**config.mk**
```make
export PLATFORM = sky130hd
export DESIGN_NAME = serial_adder_ctrl
export DESIGN_NICKNAME = d
export VERILOG_FILES = /design/src/rtl/serial_adder_ctrl.sv
export SDC_FILE = /design/constraint.sdc
export NUM_CORES = 1
export LEC_CHECK = 0
export ABC_CLOCK_PERIOD_IN_PS = 3400
export BUFFER_PORTS_ARGS = -buffer_cell sky130_fd_sc_hd__buf_4
export CORE_MARGIN = 4
export CORE_UTILIZATION = 35
export CTS_CLUSTER_SIZE = 8
export DETAILED_ROUTE_END_ITERATION = 6
export GPL_TIMING_DRIVEN = 0
export PLACE_DENSITY = 0.57
export SETUP_SLACK_MARGIN = 0.02
export SLEW_MARGIN = 20
export SYNTH_ARGS = -nofsm -noshare
export SYNTH_HDL_FRONTEND = slang
export SYNTH_HIERARCHICAL = 1
export SYNTH_SLANG_ARGS = --single-unit
```
**constraint.sdc**
```tcl
create_clock -name clk -period 3.4 [get_ports clk]
set_clock_uncertainty 0.1 [all_clocks]
set_input_delay 0.51 -clock clk [delete_from_list [all_inputs] [get_ports clk]]
set_output_delay 0.51 -clock clk [all_outputs]
set_load 0.05 [all_outputs]
```
**src/rtl/serial_adder_ctrl.sv**
```systemverilog
// Bit-serial adder: one full-adder cell reused LSB-first across WIDTH cycles.
// Optional subtract mode when SERIAL_SUB_EN is defined (adds the op port).
module tran_full_adder (
  input  logic x,
  input  logic y,
  input  logic ci,
  output logic s,
  output logic co
);
  assign s  = x ^ y ^ ci;
  assign co = (x & y) | (ci & (x ^ y));
endmodule

module serial_adder_ctrl #(
  parameter int unsigned WIDTH = 8
) (
  input  logic             clk,
  input  logic             rst_n,
  input  logic             in_valid,
  output logic             in_ready,
  input  logic [WIDTH-1:0] a,
  input  logic [WIDTH-1:0] b,
  input  logic             cin,
`ifdef SERIAL_SUB_EN
  input  logic             op,
`endif
  output logic             out_valid,
  input  logic             out_ready,
  output logic [WIDTH-1:0] sum,
  output logic             cout,
  output logic             busy
);

  localparam int unsigned CW = $clog2(WIDTH);

  typedef enum logic [1:0] {IDLE, RUN, DONE} state_t;

  state_t           state, state_nx;
  logic [WIDTH-1:0] a_sh, b_sh, sum_sh;
  logic             carry;
  logic [CW-1:0]    cnt;
  logic             accept, last_bit;
  logic             fa_s, fa_co;
  logic [WIDTH-1:0] b_load;
  logic             carry_load;

`ifdef SERIAL_SUB_EN
  // Subtract as a + ~b + 1; cin is ignored in that mode.
  assign b_load     = op ? ~b : b;
  assign carry_load = op ? 1'b1 : cin;
`else
  assign b_load     = b;
  assign carry_load = cin;
`endif

  assign last_bit = (cnt == CW'(WIDTH - 1));
  assign accept   = in_valid && in_ready;

  tran_full_adder u_fa (
    .x  (a_sh[0]),
    .y  (b_sh[0]),
    .ci (carry),
    .s  (fa_s),
    .co (fa_co)
  );

  always_ff @(posedge clk or negedge rst_n) begin
    if (!rst_n) state <= IDLE;
    else        state <= state_nx;
  end

  always_comb begin
    state_nx  = state;
    in_ready  = 1'b0;
    out_valid = 1'b0;
    busy      = 1'b0;
    case (state)
      IDLE: begin
        in_ready = 1'b1;
        if (in_valid) state_nx = RUN;
      end
      RUN: begin
        busy = 1'b1;
        if (last_bit) state_nx = DONE;
      end
      DONE: begin
        busy      = 1'b1;
        out_valid = 1'b1;
        if (out_ready) state_nx = IDLE;
      end
      default: state_nx = IDLE;
    endcase
  end

  always_ff @(posedge clk or negedge rst_n) begin
    if (!rst_n) begin
      a_sh   <= '0;
      b_sh   <= '0;
      sum_sh <= '0;
      carry  <= 1'b0;
      cnt    <= '0;
    end else if (accept) begin
      a_sh  <= a;
      b_sh  <= b_load;
      carry <= carry_load;
      cnt   <= '0;
    end else if (state == RUN) begin
      sum_sh <= {fa_s, sum_sh[WIDTH-1:1]};
      a_sh   <= a_sh >> 1;
      b_sh   <= b_sh >> 1;
      carry  <= fa_co;
      // Saturate on the final bit so the counter never wraps.
      if (!last_bit) cnt <= cnt + CW'(1);
    end
  end

  assign sum  = sum_sh;
  assign cout = carry;

endmodule

```
# Word-level counts from Yosys, hierarchy flattened
# Index checks and enable logic that the tools add are counted.
# word_totals
ff_bits	30
inputBits	21
output_inout_bits	12
# classes
bitwise	6
reduce_logical	7
n_eq_ne	7
addsub	1
muxes	16
# op_table
op	count
2-to-1 mux 8 bit	4
2-to-1 mux 3 bit	3
inequality test 2 bit (second input constant)	4
2-to-1 mux 2 bit	3
one-hot mux 2 bit (3 select lines)	1
2-to-1 mux 1 bit	5
AND reduction 2 bit	2
adder 3 x 1 -> 3 bit (second input constant)	1
equality test 3 bit (second input constant)	1
AND reduction 3 bit	1
AND 1 bit	2
equality test 2 x 1 -> 1 bit (second input constant)	1
equality test 2 bit (second input constant)	1
zero test 2 bit	1
nonzero test 2 bit	1
OR reduction 2 bit	1
bitwise XOR 1 bit	2
logical AND 1 bit	1
inverter 1 bit	1
bitwise OR 1 bit	1

# Longest topological paths before layout
# Gate-level depths: netlist of the first run.
# logic_depth
ltp_word	5
ltp_mapped	7
ltp_nobuf	5

# Modules after synthesis
# The synthesis of the first run kept the hierarchy.
# by_module_without_submodules
module	area_each_um2	cells_each	n_inst
serial_adder_ctrl	1418.9	121	1
tran_full_adder	20.0	1	1

# Worst setup path before layout of the first run
# OpenSTA, ideal clock, no wires.
# synth_path
kind	reg-to-reg
startpoint	register state[0]
endpoint	register a_sh[0]
path_slack_ns	1.534
setup_ns	0.123
stages_incl_launch_ff	7
arrival_ns	1.643
cell_sequence	dfrtp_1 -> inv_1 -> ha_1 -> and2_1 -> buf_2 -> buf_2 -> o21ai_1
# synth_via
elab_chain_len	4
elab_cells_between_ends	6
# synth_lines
element	line	text
start, declared	38	state_t state, state_nx;
start signal, assigned	69	else state <= state_nx;
zero test 2 bit *	77	case (state)
2-to-1 mux 1 bit *	77	
net in_ready	20	output logic in_ready,
logical AND 1 bit *	57	assign accept = in_valid && in_ready;
2-to-1 mux 8 bit / nonzero test 2 bit (equally long branches)	--	
end signal, assigned	109	a_sh <= a_sh >> 1;
end, declared	39	logic [WIDTH-1:0] a_sh, b_sh, sum_sh;
# Mark *: on every way through the listed nets, which the timed path passes. The rest lies on a longest branch.
# A chain may end at the register's enable or synchronous reset.

# Final worst setup path of the first run
# layout_path
startpoint	register state[1]
endpoint	output port in_ready
# layout_via
elab_chain_len	2
# layout_lines
element	line
zero test 2 bit	77
2-to-1 mux 1 bit	77
end, declared	20
# Every way passes these cells.

==> results.py, run 1 <==
metrics = {
    "synth": {
        "synth_top_area_share_pct": 52.17,
        "synth_nets": 151,
        "synth_cells": 122,
        "synth_area_leaders": "dfrtp_1, mux2i_1, mux2_2",
        "synthAdderAreaFrac_pct": 7.478,
        "yosys.area_share.simple_pct": 8.435,
        "yosysMostFrequentCell": "dfrtp_1",
        "ys.flop_type": "dfrtp_1",
        "synthArstFlopShare_pct": 100.0,
        "yosysSeqAreaShare_pct": 52.17,
        "synth_seq_cells": 30,
        "syn_area_um2": 1439,
        "ys_warn_count": 6,
        "synth_top_family_by_area": "multiplexers",
        "synth_xor_area_share_pct": 0.6087,
        "synth_common_cells": "dfrtp_1, nand2_1, o21ai_1",
        "syn_avg_cell_area_um2": 11.79,
        "synth_cell_type_count": 19,
        "yosysTopAreaCell": "dfrtp_1",
        "synth_mux_area_share_pct": 18.78,
        "synth_edf_count": 0,
        "synth_compound_area_share_pct": 8.435,
    },
    "die": {
        "fp.dieW_um": 72.12,
        "ios": 33,
        "die_area_um2": 5201,
        "die_y_um": 72.12,
        "coreArea_um2": 4000,
        "core.rowCount": 23,
        "initial_core_util_pct": 35.97,
    },
    "routing": {
        "dr.pass1.iters": 4,
        "routed_wl_mm": 2.701,
        "via_per_inst": 4.575,
        "avgRoutedWirePerCell_um": 12.74,
        "antenna_left": 0,
        "vias": 970,
        "drt_first_iter_violations": 25,
        "drc": 0,
    },
    "global_route": {
        "grt_pass1_vias": 1047,
        "grt_pass1_wl_mm": 4.609,
        "grt_max_degree": 31,
        "grt_usage_pct": 11.62,
        "grt_overflow": 0,
        "antenna_found_initial": 0,
    },
    "sta": {
        "period_share_pct": 56.58,
        "period_needed_ns": 1.924,
        "hold_viol": 0,
        "max-slew-margin-rel_pct": 74.71,
        "tns_ns": 0,
        "worstMarginPinSlew_ns": 0.3794,
        "rsz0062_at_grt": "false",
        "max_freq_ghz": 0.5199,
        "drv_slew": 0,
        "setup_viol": 0,
    },
    "final_layout": {
        "drive_above_1_share_pct": 36.42,
        "fin_cells": 212,
        "fillCellCount": 390,
        "syn_to_final_growth_pct": 27.65,
        "nets": 190,
        "n_antenna_cell": 0,
    },
    "worst_setup_path": {
        "path_buf_inv": 2,
        "path_cells": "inv_1 -> ha_1 -> buf_4",
        "crit_path_max_fanout": 4,
        "arrival_ns": 1.31,
        "cpMaxStageDelayCell": "dfrtp_1",
        "path_delay_family": "flip-flops",
        "cp-end-kind": "output pin",
        "cp.required_ns": 2.79,
        "startpoint": "state[1]",
        "setup.worst_path.start_class": "flip-flop",
        "r2r-start": "state[1]",
        "max_stage_delay_ns": 0.40,
        "path_class": "flip-flop to output pin",
    },
    "clock_tree": {
        "clock_latency_ns": 0.28,
        "cts_made_buffers": 5,
        "cts-root-buf": "clkbuf_8",
        "cts.sinks": 30,
        "cts_hold_buffers": 0,
        "htree_num_levels": 2,
        "clkSlewWorstSetupHoldPaths_ns": 0.06,
        "cts_setup_buffers": 0,
        "cts_resized": 0,
        "clk_path_buf_depth": 2,
        "cts_tree": "yes",
    },
    "pwr": {
        "leakage_nw": 0.8787,
        "peakVddDrop_uv": 373.6,
        "p_total_mw": 1.998,
        "power_per_cell_area_nw_per_um2": 1088,
    },
    "place": {
        "dp.cells": 204,
        "gp_congestion": 0.7530,
        "io_buffer_count": 32,
        "hpwl_mm": 2.016,
    },
    "run_status": {
        "status": "complete, no violations",
    },
    "hold_path": {
        "hold_class": "primary input to async pin",
    },
    "job": {
        "cap_violations": 0,
    },
}
==> where the power goes <==
| part | leakage, nW | internal, mW | total, mW | switching (mW) |
|---|---|---|---|---|
| sequential | 0.372 | 0.535 | 0.643 | 0.108 |
| clock | 0.0472 | 0.162 | 0.291 | 0.129 |
| combinational | 0.459 | 0.447 | 1.06 | 0.616 |
| total | 0.879 | 1.14 | 2.00 | 0.853 |
==> area by class of cell <==
| class | instances | area, um2 | area share (%) |
|---|---|---|---|
| Tap cell | 50 | 62.56 | 3.406 |
| Clock inverter | 2 | 12.51 | 0.6812 |
| Inverter | 4 | 15.01 | 0.8174 |
| Timing Repair Buffer | 32 | 240.2 | 13.08 |
| Sequential cell | 30 | 750.7 | 40.87 |
| Buffer | 7 | 43.79 | 2.384 |
| Clock buffer | 6 | 82.58 | 4.496 |
| Multi-Input combinational cell | 81 | 629.4 | 34.26 |
==> per-layer routing <==
layer,global-route usage (%),share of wire [%],vias to the layer above
li1,-,-,484
met1,14.11,46,449
met2,18.40,45,32
met3,5.263,8.0,5
met4,3.758,1.2,0
met5,0,0,-
==> flip-flops by register name, summed over array words and instances (netlist names) <==
register and count:
a_sh 8, cnt 3, sum 8, state 2, cout 1, b_sh 8
==> cells in the final DEF (no fill, tap or decap), drive strengths merged <==
cell type  instances
inv                4
a221oi             1
nor2               1
clkinvlp           1
ha                 7
buf               39
dfrtp             30
fa                 1
mux2              10
clkbuf             6
a21oi              2
clkinv             1
nor2b              1
nand2             21
mux2i             15
o21ai             17
and2               1
nand2b             3
xnor2              1
==> worst paths after layout <==
check | to | slack [ns] | cells after the start
worst max-delay path | in_ready | 1.48 | 3
worst min-delay path | state[1] | 0.05 | 1
worst max register to register | a_sh[3] | 1.63 | 7
worst min register to register | sum[0] | 0.42 | 1
max in group asynchronous | b_sh[6] | 2.87 | 1
min in group clk | a_sh[7] | 0.34 | 3
==> logic make-up after synthesis <==
logic type                 Yosys count
DFF                                 30
and+or+nand+nor                     27
muxes                               25
AOI/OAI and AO/OA                   20
buffers and inverters               11
adders and majority gates            8
xor gates and xnor gates             1
==> worst register-to-register path, delay by kind of cell (launching register included) <==
family                     cells  cell delay (ns)
buffers and inverters          3             0.62
DFF                            1             0.40
adders and majority gates      1             0.27
and+or+nand+nor                2             0.23
AOI/OAI and AO/OA              1             0.08
==> metrics by stage <==
| step | setup WS (ns) | hold slack (ns) | area (um2) | util [%] |
|---|---|---|---|---|
| 2_1_floorplan | 1.534 | 0.1144 | 1439 | - |
| 6_report | 1.476 | 0.04818 | 1837 | 45.92 |
| 3_5_place_dp | 1.630 | 0.3615 | 1742 | 43.54 |
| 4_1_cts | 1.454 | 0.05613 | 1837 | 45.92 |
| 5_1_grt | 1.399 | 0.05967 | 1837 | 45.92 |
| 3_3_place_gp | 1.665 | 0.3569 | 1742 | 43.54 |
Note: power is estimated with default switching activity, not from simulation.
==> run 2: changes to the inputs <==
--- a/config.mk
+++ b/config.mk
@@ -5,14 +5,14 @@
 export SDC_FILE = /design/constraint.sdc
 export NUM_CORES = 1
 export LEC_CHECK = 0
-export ABC_CLOCK_PERIOD_IN_PS = 3400
+export ABC_CLOCK_PERIOD_IN_PS = 1600
 export BUFFER_PORTS_ARGS = -buffer_cell sky130_fd_sc_hd__buf_4
 export CORE_MARGIN = 4
 export CORE_UTILIZATION = 35
 export CTS_CLUSTER_SIZE = 8
 export DETAILED_ROUTE_END_ITERATION = 6
 export GPL_TIMING_DRIVEN = 0
-export PLACE_DENSITY = 0.57
+export PLACE_DENSITY = 0.59
 export SETUP_SLACK_MARGIN = 0.02
 export SLEW_MARGIN = 20
 export SYNTH_ARGS = -nofsm -noshare
==> constraint.sdc (replaced) <==
create_clock -name clk -period 1.6 [get_ports clk]
set_clock_uncertainty 0.1 [all_clocks]
set_input_delay 0.24 -clock clk [delete_from_list [all_inputs] [get_ports clk]]
set_output_delay 0.24 -clock clk [all_outputs]
set_load 0.05 [all_outputs]
==> results.py, run 2 (synthesis results as in run 1) <==
metrics = {
    "run_status": {
        "status": "complete, no violations",
    },
    "die": {
        "core.rowCount": 23,
        "die_area_um2": 5201,
        "initial_core_util_pct": 35.97,
        "die_y_um": 72.12,
        "fp.dieW_um": 72.12,
        "coreArea_um2": 4000,
        "ios": 33,
    },
    "place": {
        "gp_congestion": 0.7065,
        "placedInstanceArea_um2": 1760,
        "hpwl_mm": 2.068,
        "io_buffer_count": 32,
        "place_ws_ns": -0.1776,
    },
    "sta": {
        "worstMarginPinSlew_ns": 0.3882,
        "period_needed_ns": 1.568,
        "whs_ns": 0.06662,
        "setup_viol": 0,
        "drv_slew": 0,
        "rsz0062_at_grt": "true",
        "max_freq_ghz": 0.6379,
        "hold_viol": 0,
        "tns_ns": 0,
        "max-slew-margin-rel_pct": 74.12,
        "period_share_pct": 97.97,
        "worst_slack_ns": 0.03242,
    },
    "final_layout": {
        "design_area_um2": 1956,
        "mostFrequentLayoutCells": "buf_4, dfrtp_1, nand2_1",
        "layout_commonest_cell": "buf_4",
        "drive_above_1_share_pct": 42.26,
        "fillCellCount": 365,
        "n_antenna_cell": 0,
        "syn_to_final_growth_pct": 35.91,
        "nets": 197,
    },
    "clock_tree": {
        "cts_tree": "yes",
        "clkSlewWorstSetupHoldPaths_ns": 0.06,
        "clk_path_buf_depth": 2,
        "cts.sinks": 30,
        "cts-root-buf": "clkbuf_8",
        "htree_num_levels": 2,
        "cts_made_buffers": 5,
        "clock_latency_ns": 0.28,
    },
    "worst_setup_path": {
        "crit_path_max_fanout": 2,
        "reg2reg_depth": 4,
        "max_stage_delay_ns": 0.40,
        "arrival_ns": 1.63,
        "r2r-start": "state[1]",
        "crit_cells": 4,
        "path_delay_family": "flip-flops",
        "path_class": "flip-flop to flip-flop",
        "startpoint": "state[1]",
        "cpMaxStageDelayCell": "dfrtp_1",
        "path_cells": "buf_6 -> ha_4 -> a221oi_4 -> mux2_4",
        "cp.required_ns": 1.66,
        "cp-end-kind": "flip-flop",
        "regToRegSetupSlack_ns": 0.03,
        "setup.worst_path.start_class": "flip-flop",
        "crit_path_end": "state[1]",
        "regToRegEndpoint": "state[1]",
        "path_buf_inv": 1,
    },
    "routing": {
        "drc": 0,
        "routed_wl_mm": 2.812,
        "wl_met2_mm": 1.440,
        "avgRoutedWirePerCell_um": 12.90,
        "met3WireLength_um": 183,
        "dr.pass1.iters": 4,
        "antenna_left": 0,
        "vias": 1021,
        "routed.top_layer": "met4",
        "drt_first_iter_violations": 29,
        "via_per_inst": 4.683,
        "m1WireLength_mm": 1.116,
    },
    "hold_path": {
        "hold_class": "primary input to flip-flop",
    },
    "global_route": {
        "grt_pass1_wl_mm": 4.788,
        "grt_pass1_vias": 1070,
        "grt_max_degree": 31,
        "grt_overflow": 0,
        "grt_usage_pct": 12.26,
        "antenna_found_initial": 0,
    },
    "pwr": {
        "power_per_cell_area_nw_per_um2": 2285,
        "leakage_nw": 0.9016,
        "peakVddDrop_uv": 823.3,
    },
    "job": {
        "cap_violations": 0,
    },
}
run 2: cell count changes in the layout (fill, tap and decap cells not counted), moves of 2 or more:
cell,change
buf_2,-4
buf_4,+7
buf_6,+2
clkbuf_1,+2
dfrtp_1,-2
dfrtp_2,+2
ha_1,-5
ha_4,+4
inv_1,-2
run 2: how the worst min path moves through the flow:
stage,startpoint,to,slack (ns),cells past startpoint
floorplan,rst_n,a_sh[0],-0.16,0
global placement,rst_n,sum[6],0.08,1
detailed placement,rst_n,sum[6],0.09,1
CTS,a[3],a_sh[3],0.06,3
global route,b[2],b_sh[2],0.06,3
finish,b[2],b_sh[2],0.07,3
run 2: metal layers:
metal	GRT usage [%]	vias to the layer above
met4	7.516	0
met2	21.13	26
met5	0	-
met1	13.01	485
li1	-	502
met3	3.740	8
run 2: final cells by class:
type                    count  area, um2  share of cell area (%)
well taps                  50      62.56                   3.199
inverters                   4      17.52                  0.8957
flip-flops and latches     30      753.2                   38.52
clock buffers               7      76.32                   3.903
plain buffers               6      50.05                   2.559
multi-input cells          81      681.9                   34.87
repair buffers             40      314.1                   16.06
run 2: worst register-to-register path, stage by stage, from the launching register on:
cell and delay (ns):
dfrtp_1 0.40, buf_6 0.13, ha_4 0.16, a221oi_4 0.33, mux2_4 0.33
run 2: power breakdown:
part           internal [mW]  total [mW]  switching [mW]
Combinational           1.16        2.53            1.37
Sequential              1.14        1.39           0.248
Clock                  0.298       0.547           0.249
run 2: stage by stage:
stage	util (%)	instances	total power [mW]
after detailed placement	44.01	204	3.718
after global placement	44.01	204	3.609
after CTS	47.83	216	4.450
after global routing	48.89	218	4.782
after floorplan	-	122	3.181
final	48.89	218	4.468
run 2: timing repair:
item | CTS | global route
setup buffers | 5 | 2
hold endpoints to repair | 30 | 0
gates resized for setup | 10 | 7
setup endpoints to repair | 24 | 24
pin swaps | 3 | 2
hold buffers | 1 | 0
